File: src/rtl/hazard_control_unit_pkg.sv
// Shared pipeline-control types and constants for the hazard control unit.
package hazard_control_unit_pkg;

    typedef enum logic [1:0] {
        RUN        = 2'd0,
        LOAD_STALL = 2'd1,
        MEM_WAIT   = 2'd2
    } hz_state_t;

    localparam logic [4:0]  REG_ZERO = 5'd0;
    localparam logic [31:0] NOP_INSN = 32'h0000_0013;  // addi x0, x0, 0

    // A load in EX feeding an operand that the ID instruction really reads; x0 never matches.
    function automatic logic load_use_hit(
        input logic [4:0] rd,
        input logic [4:0] rs1,
        input logic [4:0] rs2,
        input logic       mem_read,
        input logic       use1,
        input logic       use2
    );
        return mem_read && (rd != REG_ZERO) &&
               ((use1 && (rs1 == rd)) || (use2 && (rs2 == rd)));
    endfunction

endpackage

File: src/rtl/hazard_control_unit_chk.sv
// Property checker: a LOAD_STALL cycle never re-stalls and always returns to RUN.
module hazard_control_unit_chk
    import hazard_control_unit_pkg::*;
(
    input logic      clk,
    input logic      rst_n,
    input hz_state_t state,
    input logic      stall_id,
    input logic      stall_ex
);

    property p_no_second_stall;
        @(posedge clk) disable iff (!rst_n)
            (state == LOAD_STALL && !stall_ex) |-> !stall_id;
    endproperty

    property p_back_to_run;
        @(posedge clk) disable iff (!rst_n)
            (state == LOAD_STALL && !stall_ex) |=> (state == RUN);
    endproperty

    a_no_second_stall: assert property (p_no_second_stall);
    a_back_to_run:     assert property (p_back_to_run);

endmodule

File: src/rtl/hazard_control_unit_wait_timer.sv
// Saturating data-memory wait counter with a sticky timeout flag.
module hazard_wait_timer #(
    parameter int MEM_TIMEOUT = 255
) (
    input  logic clk,
    input  logic rst_n,
    input  logic mem_wait,
    output logic timeout_err
);

    localparam int CNT_W = $clog2(MEM_TIMEOUT + 1);
    localparam logic [CNT_W-1:0] LIMIT = CNT_W'(MEM_TIMEOUT);

    logic [CNT_W-1:0] cnt_r;
    logic [CNT_W-1:0] cnt_nxt_s;
    logic             err_r;

    // Count consecutive wait cycles, holding at the limit; any non-wait cycle clears.
    always_comb begin
        cnt_nxt_s = cnt_r;
        if (!mem_wait) begin
            cnt_nxt_s = '0;
        end else if (cnt_r != LIMIT) begin
            cnt_nxt_s = cnt_r + CNT_W'(1);
        end else begin
            cnt_nxt_s = cnt_r;
        end
    end

    // Counter and error register; the error stays set until the next reset.
    always_ff @(posedge clk or negedge rst_n) begin
        if (!rst_n) begin
            cnt_r <= '0;
            err_r <= 1'b0;
        end else begin
            cnt_r <= cnt_nxt_s;
            err_r <= err_r | (cnt_nxt_s == LIMIT);
        end
    end

    assign timeout_err = err_r;

endmodule

File: src/rtl/hazard_control_unit.sv
// Load-use / branch-squash / memory-wait hazard control for the 5-stage core.
// Optional performance counters are built when HAZARD_PERF_CNT_EN is defined.
module hazard_control_unit
    import hazard_control_unit_pkg::*;
#(
    parameter int MEM_TIMEOUT = 255,
    parameter int PERF_W      = 32
) (
    input  logic              clk,
    input  logic              rst_n,
    input  logic [4:0]        rs1_addr_id,
    input  logic [4:0]        rs2_addr_id,
    input  logic              rs1_used_id,
    input  logic              rs2_used_id,
    input  logic [4:0]        rd_addr_ex,
    input  logic              mem_read_en_ex,
    input  logic              branch_taken_ex,
    input  logic              dmem_req_mem,
    input  logic              dmem_ready_mem,
    output logic              stall_if,
    output logic              stall_id,
    output logic              flush_id,
    output logic              bubble_ex,
    output logic              stall_ex,
    output logic              bubble_wb,
    output logic [1:0]        hz_state,
    output logic              mem_timeout_err,
    output logic [PERF_W-1:0] perf_stall_cnt,
    output logic [PERF_W-1:0] perf_flush_cnt,
    output logic [PERF_W-1:0] perf_wait_cnt
);

    hz_state_t state_r;
    hz_state_t state_nxt_s;
    logic      mem_wait_s;
    logic      load_use_s;

    assign mem_wait_s = dmem_req_mem && !dmem_ready_mem;
    // In LOAD_STALL any match is stale (the bubble is in EX), so it is ignored.
    assign load_use_s = (state_r != LOAD_STALL) &&
                        load_use_hit(rd_addr_ex, rs1_addr_id, rs2_addr_id,
                                     mem_read_en_ex, rs1_used_id, rs2_used_id);

    // State register.
    always_ff @(posedge clk or negedge rst_n) begin
        if (!rst_n) begin
            state_r <= RUN;
        end else begin
            state_r <= state_nxt_s;
        end
    end

    // Next-state selection by hazard priority: memory wait, branch, load-use.
    always_comb begin
        state_nxt_s = RUN;
        if (mem_wait_s) begin
            state_nxt_s = MEM_WAIT;
        end else if (branch_taken_ex) begin
            state_nxt_s = RUN;
        end else if (load_use_s) begin
            state_nxt_s = LOAD_STALL;
        end else begin
            state_nxt_s = RUN;
        end
    end

    // Pipeline-register controls, same-cycle, all low while reset is asserted.
    always_comb begin
        stall_if  = 1'b0;
        stall_id  = 1'b0;
        flush_id  = 1'b0;
        bubble_ex = 1'b0;
        stall_ex  = 1'b0;
        bubble_wb = 1'b0;
        if (!rst_n) begin
            stall_if = 1'b0;
        end else if (mem_wait_s) begin
            stall_if  = 1'b1;
            stall_id  = 1'b1;
            stall_ex  = 1'b1;
            bubble_wb = 1'b1;
        end else if (branch_taken_ex) begin
            flush_id  = 1'b1;
            bubble_ex = 1'b1;
        end else if (load_use_s) begin
            stall_if  = 1'b1;
            stall_id  = 1'b1;
            bubble_ex = 1'b1;
        end else begin
            stall_if = 1'b0;
        end
    end

    assign hz_state = state_r;

    hazard_wait_timer #(
        .MEM_TIMEOUT (MEM_TIMEOUT)
    ) u_wait_timer (
        .clk         (clk),
        .rst_n       (rst_n),
        .mem_wait    (mem_wait_s),
        .timeout_err (mem_timeout_err)
    );

    hazard_control_unit_chk u_chk (
        .clk      (clk),
        .rst_n    (rst_n),
        .state    (state_r),
        .stall_id (stall_id),
        .stall_ex (stall_ex)
    );

`ifdef HAZARD_PERF_CNT_EN
    logic [PERF_W-1:0] stall_cnt_r;
    logic [PERF_W-1:0] flush_cnt_r;
    logic [PERF_W-1:0] wait_cnt_r;

    // Event counters: stall_id without stall_ex can only be a load-use stall.
    always_ff @(posedge clk or negedge rst_n) begin
        if (!rst_n) begin
            stall_cnt_r <= '0;
            flush_cnt_r <= '0;
            wait_cnt_r  <= '0;
        end else begin
            stall_cnt_r <= stall_cnt_r + PERF_W'(stall_id && !stall_ex);
            flush_cnt_r <= flush_cnt_r + PERF_W'(flush_id);
            wait_cnt_r  <= wait_cnt_r + PERF_W'(stall_ex);
        end
    end

    assign perf_stall_cnt = stall_cnt_r;
    assign perf_flush_cnt = flush_cnt_r;
    assign perf_wait_cnt  = wait_cnt_r;
`else
    assign perf_stall_cnt = '0;
    assign perf_flush_cnt = '0;
    assign perf_wait_cnt  = '0;
`endif

endmodule

File: config.mk
export PLATFORM = sky130hd
export DESIGN_NAME = hazard_control_unit
export DESIGN_NICKNAME = d
export VERILOG_FILES = /design/src/rtl/hazard_control_unit_pkg.sv /design/src/rtl/hazard_control_unit_chk.sv /design/src/rtl/hazard_control_unit_wait_timer.sv /design/src/rtl/hazard_control_unit.sv
export SDC_FILE = /design/constraint.sdc
export NUM_CORES = 1
export LEC_CHECK = 0
export CAP_MARGIN = 5
export CORE_MARGIN = 2
export CORE_UTILIZATION = 33
export CTS_BUF_LIST = sky130_fd_sc_hd__clkbuf_8
export DETAILED_ROUTE_END_ITERATION = 10
export GPL_ROUTABILITY_DRIVEN = 0
export PLACE_DENSITY = 0.87
export SYNTH_ARGS = -nofsm -noshare
export SYNTH_HDL_FRONTEND = slang
export SYNTH_HIERARCHICAL = 1
export SYNTH_SLANG_ARGS = --single-unit
File: constraint.sdc
create_clock -name clk -period 2.4 [get_ports clk]
set_input_delay 0.6 -clock clk [delete_from_list [all_inputs] [get_ports clk]]
set_output_delay 0.6 -clock clk [all_outputs]
set_load 0.01 [all_outputs]
# Word level (Yosys, flattened, before mapping)
# Index checks and enable logic that the tools add are counted.
[totals]
reg_bits = 11
latch_bits = 0
ram_bits = 0
rom_bits = 0
input_bits = 23
output_inout_bits = 105
elab_cells = 36
n_memories = 0
[classes]
n_addsub = 1
multipliers = 0
div_mod_pow = 0
magnitude_cmp = 0
eq_ne = 5
shift = 0
muxes = 17
bitwise_logic = 1
reduce_logical = 9
[ops]
columns = ["operator", "n"]
rows = [
  ["8-bit two-way mux", 2],
  ["1-bit two-way mux", 14],
  ["5-bit equality test", 2],
  ["8-bit by 1-bit adder with 8-bit output, second input constant", 1],
  ["8-bit equality test, second input constant", 1],
  ["8-bit inequality test, second input constant", 1],
  ["1-bit logical AND", 6],
  ["5-bit nonzero test", 1],
  ["2-bit two-way mux", 1],
  ["2-bit by 1-bit inequality test with 1-bit output, second input constant", 1],
  ["1-bit zero test", 1],
  ["1-bit logical OR", 1],
  ["1-bit bitwise OR", 1],
]

# Longest topological paths before layout
# Gate-level depths: netlist of run 1.
[logic_depth]
ltp_word = 9
mapped_depth = 6
mapped_depth_nobuf = 6

# Hierarchy
# Netlist of run 1, hierarchy kept.
[modules_own_cells]
columns = ["module", "instances", "cells_per_inst", "area_per_inst_um2", "seq_area_each_um2"]
rows = [
  ["hazard_control_unit", 1, 128, 984.7, 50.0],
  ["hazard_wait_timer", 1, 59, 546.8, 225.2],
]

# Least setup slack after synthesis of run 1
# OpenSTA, ideal clock, no wires.
[synth_timing]
path_kind = "input to output"
start = "in rd_addr_ex[3]"
end = "out stall_if"
t_arrival_ns = 1.977
required_time_ns = 1.800
slack_ns = -0.177
path_stages = 5
path_buffers = 1
cell_sequence = "xor2_1 > nor4_2 > a32oi_1 > o41ai_1 > buf_4"
[synth_via]
elab_chain_cells = 9
elab_cells_between_ends = 13
classes_between = "eq/ne: 2; mux: 4; reduce/logical: 7"
[synth_rtl]
columns = ["item", "line_no", "source"]
rows = [
  ["start: declaration", "hazard_control_unit.sv:15", "input logic [4:0] rd_addr_ex,"],
  ["5-bit equality test", "hazard_control_unit_pkg.sv:23", "((use1 && (rs1 == rd)) || (use2 && (rs2 == rd)));"],
  ["1-bit logical AND", "hazard_control_unit_pkg.sv:23", ""],
  ["1-bit logical OR", "hazard_control_unit_pkg.sv:23", ""],
  ["1-bit logical AND (*)", "hazard_control_unit_pkg.sv:22", "return mem_read && (rd != REG_ZERO) &&"],
  ["1-bit logical AND (*)", "hazard_control_unit.sv:40", "assign load_use_s = (state_r != LOAD_STALL) &&"],
  ["1-bit two-way mux (*) (4 in series)", "-", ""],
  ["end: declaration", "hazard_control_unit.sv:20", "output logic stall_if,"],
]
# Every way passes the cells marked *; elsewhere a longest branch is shown, timed or not.

# Worst setup path in the final report of run 1
[layout_timing]
start = "in rs2_addr_id[0]"
end = "out stall_id"
[layout_via]
elab_chain_cells = 9
[layout_rtl]
columns = ["item", "line_no", "source"]
rows = [
  ["start: declaration", "hazard_control_unit.sv:12", "input logic [4:0] rs2_addr_id,"],
  ["5-bit equality test", "hazard_control_unit_pkg.sv:23", ""],
  ["1-bit logical AND", "hazard_control_unit_pkg.sv:23", ""],
  ["1-bit logical OR", "hazard_control_unit_pkg.sv:23", ""],
  ["1-bit logical AND", "hazard_control_unit_pkg.sv:22", ""],
  ["1-bit logical AND", "hazard_control_unit.sv:40", ""],
  ["1-bit two-way mux", "hazard_control_unit.sv:85", "end else if (load_use_s) begin"],
  ["1-bit two-way mux", "hazard_control_unit.sv:82", "end else if (branch_taken_ex) begin"],
  ["1-bit two-way mux", "hazard_control_unit.sv:77", "end else if (mem_wait_s) begin"],
  ["1-bit two-way mux", "hazard_control_unit.sv:75", "if (!rst_n) begin"],
  ["end: declaration", "hazard_control_unit.sv:21", "output logic stall_id,"],
]
# Every way passes these cells.

==> results of run 1 <==
-- critical path: cells and delay by family --
family,cells,cell delay (ps)
compound gates,2,400
buf+inv,2,380
simple gates,1,270
xor+xnor,1,180
-- what timing repair did --
action,in CTS,in global routing
gates resized for setup,74,5
pin swaps,13,1
buffers inserted,2,1
hold endpoints to repair,0,0
endpoints found under the setup margin,6,5
-- layer usage --
| layer | up-vias | GRT usage, % | wire, um |
|---|---|---|---|
| li1 | 501 | - | - |
| met1 | 498 | 10.30 | 936 |
| met2 | 72 | 16.62 | 1445 |
| met3 | 3 | 3.750 | 351 |
| met4 | 0 | 2.096 | 8 |
| met5 | - | 0 | 0 |
-- flip-flops by register name, indices dropped and copies added (netlist names) --
signal,cells
u_wait_timer/cnt_r,8
hz_state,2
u_wait_timer/timeout_err,1
-- cells in the mapped netlist (3+ instances only) --
| cell | instances | area share, % |
|---|---|---|
| o21ai_0 | 3 | 0.98 |
| nand2_1 | 5 | 1.2 |
| inv_1 | 9 | 2.2 |
| a31oi_1 | 5 | 2.0 |
| a21oi_1 | 3 | 0.98 |
| nand3_1 | 4 | 1.3 |
| dfrtp_1 | 11 | 18 |
| nor2_1 | 4 | 0.98 |
| buf_4 | 98 | 48 |
| xor2_1 | 9 | 5.1 |
-- power by group through the flow --
stage / Combinational [W] / Sequential (W) / Clock (W)
2_1_floorplan: 0.000214 / 0.000195 / 0
3_5_place_dp: 0.000169 / 0.000195 / 0
5_1_grt: 0.000192 / 0.000192 / 0.000199
6_report: 0.000174 / 0.000192 / 0.000181
4_1_cts: 0.000170 / 0.000192 / 0.000189
3_3_place_gp: 0.000166 / 0.000195 / 0
-- cell type report --
class                   instances  area, um^2  share of cell area, %
clock inverters                 1       3.754                 0.2295
inverters                       9       33.78                  2.066
multi-input cells             161       884.6                  54.09
flip-flops and latches         11       275.3                  16.83
clock buffers                   3       41.29                  2.525
well taps                      52       65.06                  3.979
repair buffers                 40       331.6                  20.28
-- metrics by stage --
step                      cell area, um^2  util [%]  setup TNS, ps
after floorplan                      1896         -              0
after global placement               1559     35.32          -3528
after detailed placement             1559     35.32          -3682
after CTS                            1628     36.88         -22.98
after global routing                 1635     37.05         -302.7
final                                1635     37.05         -36.59
-- final timing paths --
kind | start | endpoint | slack [ps] | cells after the start
setup reg to reg | u_wait_timer/cnt_r[0]$_DFF_PN0_ | u_wait_timer/timeout_err$_DFF_PN0_ | 400 | 5
hold reg to reg | u_wait_timer/timeout_err$_DFF_PN0_ | u_wait_timer/timeout_err$_DFF_PN0_ | 490 | 2
hold / removal | u_wait_timer/timeout_err$_DFF_PN0_ | u_wait_timer/timeout_err$_DFF_PN0_ | 490 | 2
min in group asynchronous | rst_n | u_wait_timer/timeout_err$_DFF_PN0_ | 850 | 3
max in group asynchronous | rst_n | hz_state[0]$_DFF_PN0_ | 1400 | 3
setup / recovery | rs2_addr_id[0] | stall_id | -20 | 6
-- logic make-up (layout without fill, tap and decap cells) --
kind of cell,Yosys count,after routing
flops,11,11
buf+inv,110,53
fa+ha+maj,1,1
compound gates,23,23
xor+xnor,11,11
other cells,1,96
simple gates,29,29
mux,1,1
-- layout by cell type (no fill, tap or decap), drive strengths merged, types with 2 or more instances in the layout --
cell,netlist,final
a21oi,3,3
nor4,3,3
a31oi,5,5
dfrtp,11,11
inv,9,10
o41ai,3,3
nand4,2,2
buf,101,21
clkdlybuf4s50,0,10
a21o,2,2
nor2,4,4
nand2,5,5
xnor2,2,2
xor2,9,9
clkdlybuf4s15,0,3
nor3b,2,2
nand3,4,4
clkbuf,0,5
o21ai,3,3
conb,1,96
dlygate4sd2,0,4
==> results.cfg, run 1 <==
[floorplanning]
die_h_um = 72.13
die_x_um = 72.13
core_um2 = 4414
design.die.area_um2 = 5202
rows = 24
ios = 128
start_util_pct = 34.69

[cts]
cts_max_level = 1
clk_pin_slew_ps = 50
clk_path_buf_depth = 2
ctsHoldBuffers = 0
ctsRootBufferMaster = clkbuf_8
cts_num_sinks = 11
cts_tree = yes
numCtsBuffers = 3
clock_latency_ps = 240

[pwr]
total_power_w = 0.0005473
p_per_area_nw_per_um2 = 334.7
p_int_w = 0.0003594
p_comb_share_pct = 31.9
p_switching_w = 0.0001880
switching_share_pct = 34.35
leakage_nw = 0.9008
p_clk_share_pct = 33.0
seq_power_share_pct = 35.1
vdd_ir_drop_max_mv = 0.2402

[logic_synthesis]
avgSynthCellArea_um2 = 8.190
synth.distinct_cells = 40
synth-xor-area-share_pct = 6.291
synth_area_um2 = 1531
synthCells = 187
yosys_warnings = 6
ys_seq_area_share_pct = 17.97
ys_seq_elements = 11
synthArstFlopShare_pct = 100.0
yosys.area_share.simple_pct = 11.36
synthAdderAreaFrac_pct = 0.8170
synth_compound_area_share_pct = 11.03
synth_top_family_by_area = buffers and inverters
synth_top_flop_cell = dfrtp_1
synth_edf_count = 0
muxShareOfSynthArea_pct = 0.6536

[sta]
clock_skew_ps = 5.432
finalCritPeriodShare_pct = 100.8
setup_viol_count_final = 2
fmax_mhz = 413.4
rsz0062_at_grt = true
holdWs_ps = 488.8
hold_viol = 0
finalWorstSetupSlack_ps = -18.88
maxSlewViolCount = 0
final.min_clock_period_ps = 2419

[critical_path]
end_kind = output port
worstSetupPathType = in2out
critPathMaxFanout = 3
worstPathCellList = clkdlybuf4s15_1 > xor2_1 > nor4_2 > a32oi_2 > o41ai_2 > buf_2
arrival_ps = 1820
slowest_delay_ps = 270
cpMaxStageDelayCell = nor4_2
startpoint_type = input pin
required_ps = 1800

[outcome]
failed_checks = setup timing
status = finished with violations

[placed_design]
port_buffers = 31
placed_cells = 270
hpwl_um = 2265
post-place-ws_ps = -951.6

[layout]
nFillCells = 456
final_nets = 250
area_delta_synth_final_pct = 6.781
drive_above_1_share_pct = 17.33
insertedDiodeCount = 0
final-instance-count-excl-fill = 277

[global_route]
grt-ovfl-total = 0
grt_max_degree = 12
grt_pass1_vias = 811
antenna_found_initial = 0
grt_pass1_wl_um = 3808
grt_usage_pct = 9.299

[run]
maxCapViolations = 0

[route]
vias = 1074
ant_nets = 0
routed_wl_um = 2742
drt-initial-drc-count = 19
drc_errors = 0
avgRoutedWirePerCell_um = 9.899
dr.pass1.iters = 4
avgViaCountPerCell = 3.877

[min_path]
hp-class = reg2reg
(Power assumes the default switching activity.)
==> inputs of run 2 (changes only) <==
CORE_UTILIZATION = 36   (was 33)
PLACE_DENSITY = 0.94   (was 0.87)
clock period = 3 ns   (was 2.4 ns; I/O delays follow)
==> run 2 against run 1 <==
The flow now finishes without violations; power shrank 20%; sequential power decreased by 20%; combinational power is 20% lower; largest cell class unchanged; highest routed layer unchanged.
==> results.cfg, run 2 (synthesis results as in run 1) <==
[cts]
clk_path_buf_depth = 2
ctsRootBufferMaster = clkbuf_8
cts_num_sinks = 11
clock_latency_ps = 240
cts_max_level = 1
clk_pin_slew_ps = 50
cts_tree = yes
numCtsBuffers = 3

[sta]
rsz0062_at_grt = false
maxSlewViolCount = 0
finalCritPeriodShare_pct = 96.43
setup_viol_count_final = 0
holdWs_ps = 481.3
final.min_clock_period_ps = 2893
fmax_mhz = 345.7
clock_skew_ps = 0.4079
hold_viol = 0

[layout]
nFillCells = 401
final_nets = 250
insertedDiodeCount = 0
final_common_cell = conb_1
final_util_pct = 40.67
top_register = u_wait_timer/cnt_r
largest_reg_flops = 8
layout_common_cells = conb_1, clkdlybuf4s50_1, dfrtp_1
area_delta_synth_final_pct = 7.761
drive_above_1_share_pct = 12.89

[route]
drt-initial-drc-count = 15
drc_errors = 0
dr.pass1.iters = 4
routed_wl_um = 2895
avgRoutedWirePerCell_um = 10.53
vias = 1085
avgViaCountPerCell = 3.945
ant_nets = 0

[global_route]
grt_max_degree = 14
grt_pass1_wl_um = 4181
antenna_found_initial = 0
grt-ovfl-total = 0
grt_pass1_vias = 939
grt_usage_pct = 10.87

[floorplanning]
start_util_pct = 37.74
design.die.area_um2 = 4792
core_um2 = 4058
rows = 23
die_h_um = 69.23
ios = 128
die_x_um = 69.23

[critical_path]
worstSetupPathType = in2out
startpoint_type = input pin
critPathMaxFanout = 3
arrival_ps = 2140
end_kind = output port
required_ps = 2250

[placed_design]
port_buffers = 31
hpwl_um = 2365

[min_path]
hp-class = reg2reg

[pwr]
p_per_area_nw_per_um2 = 264.7
vdd_ir_drop_max_mv = 0.1180
leakage_nw = 0.9566

[outcome]
status = finished clean

[run]
maxCapViolations = 0
run 2: power breakdown:
part / internal, W / total (W) / switching, W / leakage [nW]
clock network: 0.0000896 / 0.000143 / 0.0000536 / 0.0269
registers: 0.000151 / 0.000154 / 0.00000323 / 0.146
logic: 0.0000478 / 0.000140 / 0.0000919 / 0.783
total: 0.000288 / 0.000437 / 0.000149 / 0.957
run 2: repair_timing:
item                       in CTS  in global routing
hold buffers                    0                  0
setup endpoints to repair       3                  6
resized for setup              25                 17
setup buffers                   0                  2
pin swaps                       6                  4
run 2: worst paths after layout:
kind,cells after the start,slack [ps],to,start
worst min register to register,2,480,u_wait_timer/timeout_err$_DFF_PN0_,u_wait_timer/timeout_err$_DFF_PN0_
worst max-delay path,6,110,stall_id,rs2_addr_id[2]
worst max register to register,5,980,u_wait_timer/timeout_err$_DFF_PN0_,u_wait_timer/cnt_r[0]$_DFF_PN0_
worst min-delay path,2,480,u_wait_timer/timeout_err$_DFF_PN0_,u_wait_timer/timeout_err$_DFF_PN0_
max in group asynchronous,3,1900,u_wait_timer/cnt_r[4]$_DFF_PN0_,rst_n
min in group asynchronous,3,930,u_wait_timer/cnt_r[0]$_DFF_PN0_,rst_n
run 2: layer usage:
| metal | up-vias | global-route usage, % | wire length, um |
|---|---|---|---|
| li1 | 503 | - | - |
| met2 | 76 | 19.76 | 1551 |
| met4 | 0 | 5.229 | 48 |
| met1 | 500 | 10.97 | 1050 |
| met3 | 6 | 3.779 | 245 |
| met5 | - | 0 | 0 |
run 2: critical path: stages:
cell             delay [ps]
clkdlybuf4s50_1         410
xor2_1                  160
nor4_2                  170
a32oi_2                 120
o41ai_2                 330
buf_2                   190
run 2: per-stage QoR:
stage	cell area [um^2]	setup slack, ps	instances	TNS (ps)	power (W)
after floorplan	1888	123.3	282	0	0.0003264
after global placement	1556	-623.0	269	-1779	0.0002872
after detailed placement	1556	-692.1	269	-1963	0.0002909
after CTS	1610	5.638	273	0	0.0004345
after global routing	1650	36.52	275	0	0.0004604
final	1650	107.0	275	0	0.0004369
run 2: cell type report:
| cell class | instances | area (um^2) | area share, % |
|---|---|---|---|
| clock inverter | 1 | 3.754 | 0.2274 |
| tap | 50 | 62.56 | 3.791 |
| inverter | 9 | 33.78 | 2.047 |
| sequential | 11 | 275.3 | 16.68 |
| clock buffer | 3 | 41.29 | 2.502 |
| multi-input combinational | 161 | 868.3 | 52.62 |
| timing repair buffer | 40 | 365.4 | 22.14 |
==> inputs of run 3 (changes only) <==
ABC_CLOCK_PERIOD_IN_PS = 3000   (was not set)
GPL_ROUTABILITY_DRIVEN = 1   (was 0)
==> results of run 3 <==
Same layout as run 2: the final DEF is identical, and so are final timing and power.
